$ cat src/rtl/ppm_decoder.sv
// ppm_decoder: pulse-position-modulation frame decoder.
//
// Samples an asynchronous PPM line once per enabled clock (one slot per sample). It reports the
// slot index of the first rising edge in each FRAME_LEN-slot frame, and flags frames that have
// no pulse or more than one pulse. A synchronised sync_in strobe forces its slot to index 0. If
// that happens mid-frame, the running frame is abandoned without a result.
//
// Build option: define PPM_DECODER_GLITCH_FILTER_EN to ignore single-slot highs. A rising edge
// then counts only if the next enabled sample is also high. This adds one slot of latency
// (4 -> 5 enabled edges from the sample of the last slot to out_valid).
//
// Ports:
//   clk         in   system clock, rising edge
//   rst         in   synchronous active-high reset
//   ena         in   slot enable; when low every register holds
//   ppm_in      in   asynchronous PPM line, active high
//   sync_in     in   asynchronous frame-start strobe
//   pos_out     out  [POS_W-1:0] first-pulse slot of the last completed frame
//   out_valid   out  strobe marking a new frame result
//   err_missing out  last completed frame had no pulse
//   err_multi   out  last completed frame had more than one pulse
module ppm_decoder #(
  parameter int unsigned FRAME_LEN = 256,
  parameter int unsigned POS_W     = 8
) (
  input  logic             clk,
  input  logic             rst,
  input  logic             ena,
  input  logic             ppm_in,
  input  logic             sync_in,
  output logic [POS_W-1:0] pos_out,
  output logic             out_valid,
  output logic             err_missing,
  output logic             err_multi
);

  localparam logic [POS_W-1:0] LastSlot = POS_W'(FRAME_LEN - 1);

  // Two-flop synchronisers plus valid bits that mark when real samples reach stage 2
  logic ppm_s1_q, ppm_s2_q, sync_s1_q, sync_s2_q, v1_q, v2_q;
  logic             prev_q;
  logic [POS_W-1:0] cnt_q;

  // Frame accumulator
  logic             found_q, multi_q;
  logic [POS_W-1:0] pos_q;

  // Result, one pipeline stage, then the output registers
  logic             res_valid_q, res_miss_q, res_multi_q;
  logic [POS_W-1:0] res_pos_q;
  logic             p_valid_q, p_miss_q, p_multi_q;
  logic [POS_W-1:0] p_pos_q;

  logic [POS_W-1:0] slot_cur, cnt_nxt;
  logic             rise;

  logic             acc_go, acc_pulse;
  logic [POS_W-1:0] acc_slot;
  logic             base_found, base_multi, nxt_found, nxt_multi, frame_end;
  logic [POS_W-1:0] base_pos, nxt_pos;

  // A synchronised sync forces the slot at stage 2 to 0. In slot 0 of a wrapped frame this
  // changes nothing.
  assign slot_cur = sync_s2_q ? '0 : cnt_q;
  assign cnt_nxt  = (slot_cur == LastSlot) ? '0 : slot_cur + POS_W'(1);
  assign rise     = ppm_s2_q & ~prev_q;

`ifdef PPM_DECODER_GLITCH_FILTER_EN
  // Holds one sample back so that its rising edge can be qualified by the next sample.
  logic             a_valid_q, a_rise_q;
  logic [POS_W-1:0] a_slot_q;

  assign acc_go    = a_valid_q & v2_q;
  assign acc_slot  = a_slot_q;
  assign acc_pulse = a_rise_q & ppm_s2_q;
`else
  assign acc_go    = v2_q;
  assign acc_slot  = slot_cur;
  assign acc_pulse = rise;
`endif

  always_comb begin
    base_found = found_q;
    base_pos   = pos_q;
    base_multi = multi_q;
    // Slot 0 starts a fresh frame and discards any aborted partial frame.
    if (acc_slot == '0) begin
      base_found = 1'b0;
      base_pos   = '0;
      base_multi = 1'b0;
    end
    nxt_found = base_found | acc_pulse;
    nxt_pos   = (acc_pulse && !base_found) ? acc_slot : base_pos;
    nxt_multi = base_multi | (acc_pulse & base_found);
    frame_end = (acc_slot == LastSlot);
  end

  always_ff @(posedge clk) begin
    if (rst) begin
      ppm_s1_q    <= 1'b0;
      ppm_s2_q    <= 1'b0;
      sync_s1_q   <= 1'b0;
      sync_s2_q   <= 1'b0;
      v1_q        <= 1'b0;
      v2_q        <= 1'b0;
      prev_q      <= 1'b1;  // a line already high at reset release is not a pulse
      cnt_q       <= '0;
      found_q     <= 1'b0;
      pos_q       <= '0;
      multi_q     <= 1'b0;
      res_valid_q <= 1'b0;
      res_pos_q   <= '0;
      res_miss_q  <= 1'b0;
      res_multi_q <= 1'b0;
      p_valid_q   <= 1'b0;
      p_pos_q     <= '0;
      p_miss_q    <= 1'b0;
      p_multi_q   <= 1'b0;
      out_valid   <= 1'b0;
      pos_out     <= '0;
      err_missing <= 1'b0;
      err_multi   <= 1'b0;
`ifdef PPM_DECODER_GLITCH_FILTER_EN
      a_valid_q   <= 1'b0;
      a_rise_q    <= 1'b0;
      a_slot_q    <= '0;
`endif
    end else if (ena) begin
      ppm_s1_q  <= ppm_in;
      ppm_s2_q  <= ppm_s1_q;
      sync_s1_q <= sync_in;
      sync_s2_q <= sync_s1_q;
      v1_q      <= 1'b1;
      v2_q      <= v1_q;
      if (v2_q) begin
        cnt_q  <= cnt_nxt;
        prev_q <= ppm_s2_q;
      end
`ifdef PPM_DECODER_GLITCH_FILTER_EN
      a_valid_q <= v2_q;
      if (v2_q) begin
        a_slot_q <= slot_cur;
        a_rise_q <= rise;
      end
`endif
      if (acc_go) begin
        found_q <= nxt_found;
        pos_q   <= nxt_pos;
        multi_q <= nxt_multi;
      end
      res_valid_q <= acc_go & frame_end;
      if (acc_go && frame_end) begin
        res_pos_q   <= nxt_found ? nxt_pos : '0;
        res_miss_q  <= ~nxt_found;
        res_multi_q <= nxt_multi;
      end
      p_valid_q <= res_valid_q;
      p_pos_q   <= res_pos_q;
      p_miss_q  <= res_miss_q;
      p_multi_q <= res_multi_q;
      out_valid <= p_valid_q;
      if (p_valid_q) begin
        pos_out     <= p_pos_q;
        err_missing <= p_miss_q;
        err_multi   <= p_multi_q;
      end
    end
  end

endmodule

$ cat config.mk
export PLATFORM = sky130hd
export DESIGN_NAME = ppm_decoder
export DESIGN_NICKNAME = d
export VERILOG_FILES = /design/src/rtl/ppm_decoder.sv
export SDC_FILE = /design/constraint.sdc
export NUM_CORES = 1
export LEC_CHECK = 0
export BUFFER_PORTS_ARGS = -buffer_cell sky130_fd_sc_hd__buf_4
export CELL_PAD_IN_SITES_DETAIL_PLACEMENT = 1
export CELL_PAD_IN_SITES_GLOBAL_PLACEMENT = 2
export CORE_ASPECT_RATIO = 1.2
export CORE_MARGIN = 1
export CORE_UTILIZATION = 30
export CTS_CLUSTER_DIAMETER = 60
export DETAILED_ROUTE_END_ITERATION = 7
export PLACE_DENSITY_LB_ADDON = 0.1
export SETUP_SLACK_MARGIN = 0.2
export SLEW_MARGIN = 20
export SYNTH_ARGS = -nofsm -noshare
export SYNTH_HDL_FRONTEND = slang
export SYNTH_SLANG_ARGS = --single-unit
export TNS_END_PERCENT = 30
$ cat constraint.sdc
create_clock -name clk -period 2.6 [get_ports clk]
set_input_delay 0.52 -clock clk [delete_from_list [all_inputs] [get_ports clk]]
set_output_delay 0.52 -clock clk [all_outputs]
set_load 0.03 [all_outputs]
==> results.sh <==
export IMPL_core_um2=7839
export IMPL_violations="DRC"
export IMPL_hold_path_class="input port to register"
export IMPL_post_synth_cell_area_avg_um2=9.162
export IMPL_ys_seq_area_frac=0.4694
export IMPL_synth_cell_types=44
export IMPL_ys_warn_count=0
export IMPL_cellLeakagePower_nw=1.085
export IMPL_antenna_found_initial=0
export IMPL_reg2regPathDepth=7
export IMPL_hold_violations=0
export IMPL_synth_cells=270
export IMPL_area_growth_syn_to_layout_pct=16.39
export IMPL_portBuffers=15
export IMPL_rr_startpoint="cnt_q[1]"
export IMPL_fmax_ghz=0.4654
export IMPL_grt_max_degree=42
export IMPL_die_y_um=101.5
export IMPL_crit_fanout=12
export IMPL_cts_buffer_depth=2
export IMPL_die_w_um=84.89
export IMPL_grt_pass1_vias=1957
export IMPL_synthArstFlopShare=0
export IMPL_setup_viol=0
export IMPL_diodes=0
export IMPL_path_clk_slew_ps=70
export IMPL_ir_drop_uv=276.6
export IMPL_synth_edf_count=0
export IMPL_startpoint_type="register"
export IMPL_instances_no_fill=381
export IMPL_cts_buffers=9
export IMPL_dieArea_um2=8614
export IMPL_hpwl_um=4250
export IMPL_tightest_slew_ps=528.0
export IMPL_finalClockSkew_ps=7.797
export IMPL_num_vias=1916
export IMPL_required_ps=2880
export IMPL_status="finished with violations"
export IMPL_viasPerCell=5.029
export IMPL_startpoint="cnt_q[1]"
export IMPL_syn_area_um2=2474
export IMPL_clock_latency_ps=340
export IMPL_drv_slew=0
export IMPL_dr_pass1_iters=8
export IMPL_worstSetupPathType="register to register"
export IMPL_hold_path_depth=3
export IMPL_initial_core_util=0.3156
export IMPL_cts_root_buffer="clkbuf_8"
export IMPL_htreeDepth=3
export IMPL_cts_tree="built"
export IMPL_grt_total_usage=0.1574
export IMPL_ios=16
export IMPL_timing_max_cap_violations=0
export IMPL_hp_start="ppm_in"
export IMPL_slew_limit_headroom=0.6447
export IMPL_grt_pass1_wl_um=10340
export IMPL_critPathCaptureType="register"
export IMPL_rsz0062_at_grt="no"
export IMPL_n_fill_cell=917
export IMPL_ys_ff_latch=58
export IMPL_detail_route_antenna_nets=0
export IMPL_p_per_area_nw_per_um2=662.4
export IMPL_fp_row_count=35
export IMPL_finalCriticalPeriod_ps=2149
export IMPL_fin_crit_sh=0.8265
export IMPL_place_congestion=0.7856
export IMPL_setup_tns_ps=0
export IMPL_drt_wl_total_um=5960
export IMPL_drc=3
export IMPL_gr_total_overflow=0
export IMPL_syn_nets=277
export IMPL_fin_nets=291
export IMPL_dp_cells=365
export IMPL_routedWlPerCell_um=15.64
export IMPL_postCtsHoldBufs=0
export IMPL_first_iter_violations=63
export IMPL_ys_flop_type="dfxtp_1"
export IMPL_arrival_ps=2430
export IMPL_clkSinkCount=58
export IMPL_drive_gt1_frac=0.1869
==> placed cells by master (no fill, tap or decap), drive strengths merged, types with 2 or more instances in the layout <==
| cell | synthesis | layout |
|---|---|---|
| nand3b | 3 | 3 |
| and3 | 3 | 3 |
| nor3 | 4 | 4 |
| nand4 | 6 | 6 |
| nand4b | 2 | 2 |
| nor2 | 24 | 24 |
| a211oi | 5 | 5 |
| and2 | 3 | 3 |
| a22o | 11 | 11 |
| buf | 11 | 25 |
| clkinv | 0 | 2 |
| a21oi | 30 | 30 |
| a32o | 5 | 5 |
| dfxtp | 58 | 58 |
| nor2b | 7 | 7 |
| nand3 | 2 | 2 |
| nand2 | 36 | 36 |
| nand2b | 3 | 3 |
| bufinv | 0 | 2 |
| ha | 2 | 2 |
| clkbuf | 11 | 11 |
| mux2i | 18 | 18 |
| inv | 3 | 3 |
| o21ai | 10 | 10 |
==> cell type report <==
class / count / area (µm²) / area share
flip-flops and latches: 58 / 1161 / 0.4033
inverters: 3 / 11.26 / 0.003911
clock inverters: 5 / 77.57 / 0.02694
multi-input cells: 187 / 1185 / 0.4116
repair buffers: 25 / 187.7 / 0.06519
clock buffers: 11 / 141.4 / 0.04911
well taps: 92 / 115.1 / 0.03998
==> power by group <==
part | switching (mW) | total [mW] | internal [mW] | leakage, nW
logic | 0.0502 | 0.0799 | 0.0297 | 0.508
registers | 0.00805 | 0.904 | 0.896 | 0.468
clock network | 0.361 | 0.924 | 0.563 | 0.109
total | 0.419 | 1.91 | 1.49 | 1.09
==> flip-flops by register name, summed over array words and instances, names as in the netlist, 8 cells and up <==
name,count
cnt_q,8
res_pos_q,8
pos_out,8
p_pos_q,8
pos_q,8
==> metrics by stage <==
step	cell area (µm²)	hold slack, ps	power (mW)	utilization	setup WS, ps
final	2879	422.6	1.907	0.3673	451.2
after global routing	2879	415.0	2.002	0.3673	269.8
after CTS	2877	406.1	1.942	0.3670	357.3
after detailed placement	2658	448.3	1.006	0.3390	377.4
after global placement	2658	442.6	1.006	0.3390	440.8
after floorplan	2474	431.2	0.9804	-	409.5
==> cell families (layout without fill, tap and decap cells) <==
logic type	Yosys count	count (layout)	synth area share
AOI/OAI and AO/OA	67	67	0.1836
xor gates and xnor gates	1	1	0.003541
adders and majority gates	2	2	0.01011
buffers and inverters	25	44	0.05260
DFF	58	58	0.4694
muxes	18	18	0.07284
and+or+nand+nor	99	99	0.2079
==> path summary, 6_finish.rpt <==
path         slack, ps            to
max                450  res_pos_q[6]
min                420      ppm_s1_q
max reg2reg        450  res_pos_q[6]
min reg2reg        460     err_multi
==> timing repair <==
item | 4_1_cts | 5_1_grt
endpoints found under the setup margin | 0 | 4
buffers inserted | 0 | 0
resized for setup | 0 | 1
==> synth_stat cells, types with 2 or more instances <==
| master | n | share of area |
|---|---|---|
| nand3_1 | 2 | 0.0040 |
| buf_6 | 3 | 0.014 |
| and3_2 | 2 | 0.0061 |
| a211oi_1 | 3 | 0.0091 |
| a32o_1 | 5 | 0.020 |
| nor2b_1 | 7 | 0.018 |
| nand4_1 | 5 | 0.013 |
| nand2b_1 | 3 | 0.0076 |
| inv_1 | 3 | 0.0046 |
| mux2i_1 | 18 | 0.073 |
| ha_1 | 2 | 0.010 |
| nand4b_1 | 2 | 0.0071 |
| buf_4 | 2 | 0.0061 |
| and2_1 | 3 | 0.0076 |
| a22o_1 | 8 | 0.028 |
| nand3b_1 | 3 | 0.0091 |
| a21oi_1 | 30 | 0.061 |
| o21ai_0 | 10 | 0.020 |
| buf_2 | 5 | 0.010 |
| dfxtp_1 | 58 | 0.47 |
| a22o_2 | 3 | 0.012 |
| clkbuf_1 | 11 | 0.017 |
| nand2_1 | 36 | 0.055 |
| nor3_1 | 3 | 0.0061 |
| nor2_1 | 24 | 0.036 |
==> critical path: stages (launching register included) <==
cell and delay (ps):
dfxtp_1 370, nor2b_2 230, inv_1 60, ha_1 190
and2_1 190, a211o_2 430, a211oi_4 420, a22o_1 200
==> per-layer routing <==
| metal | track usage | part of all wire | vias to the layer above |
|---|---|---|---|
| met5 | 0 | 0 | - |
| met4 | 0.05476 | 0.014 | 0 |
| met3 | 0.04156 | 0.023 | 8 |
| met2 | 0.2727 | 0.48 | 21 |
| met1 | 0.1896 | 0.48 | 905 |
| li1 | - | - | 982 |
Note: power is estimated with default switching activity, not from simulation.
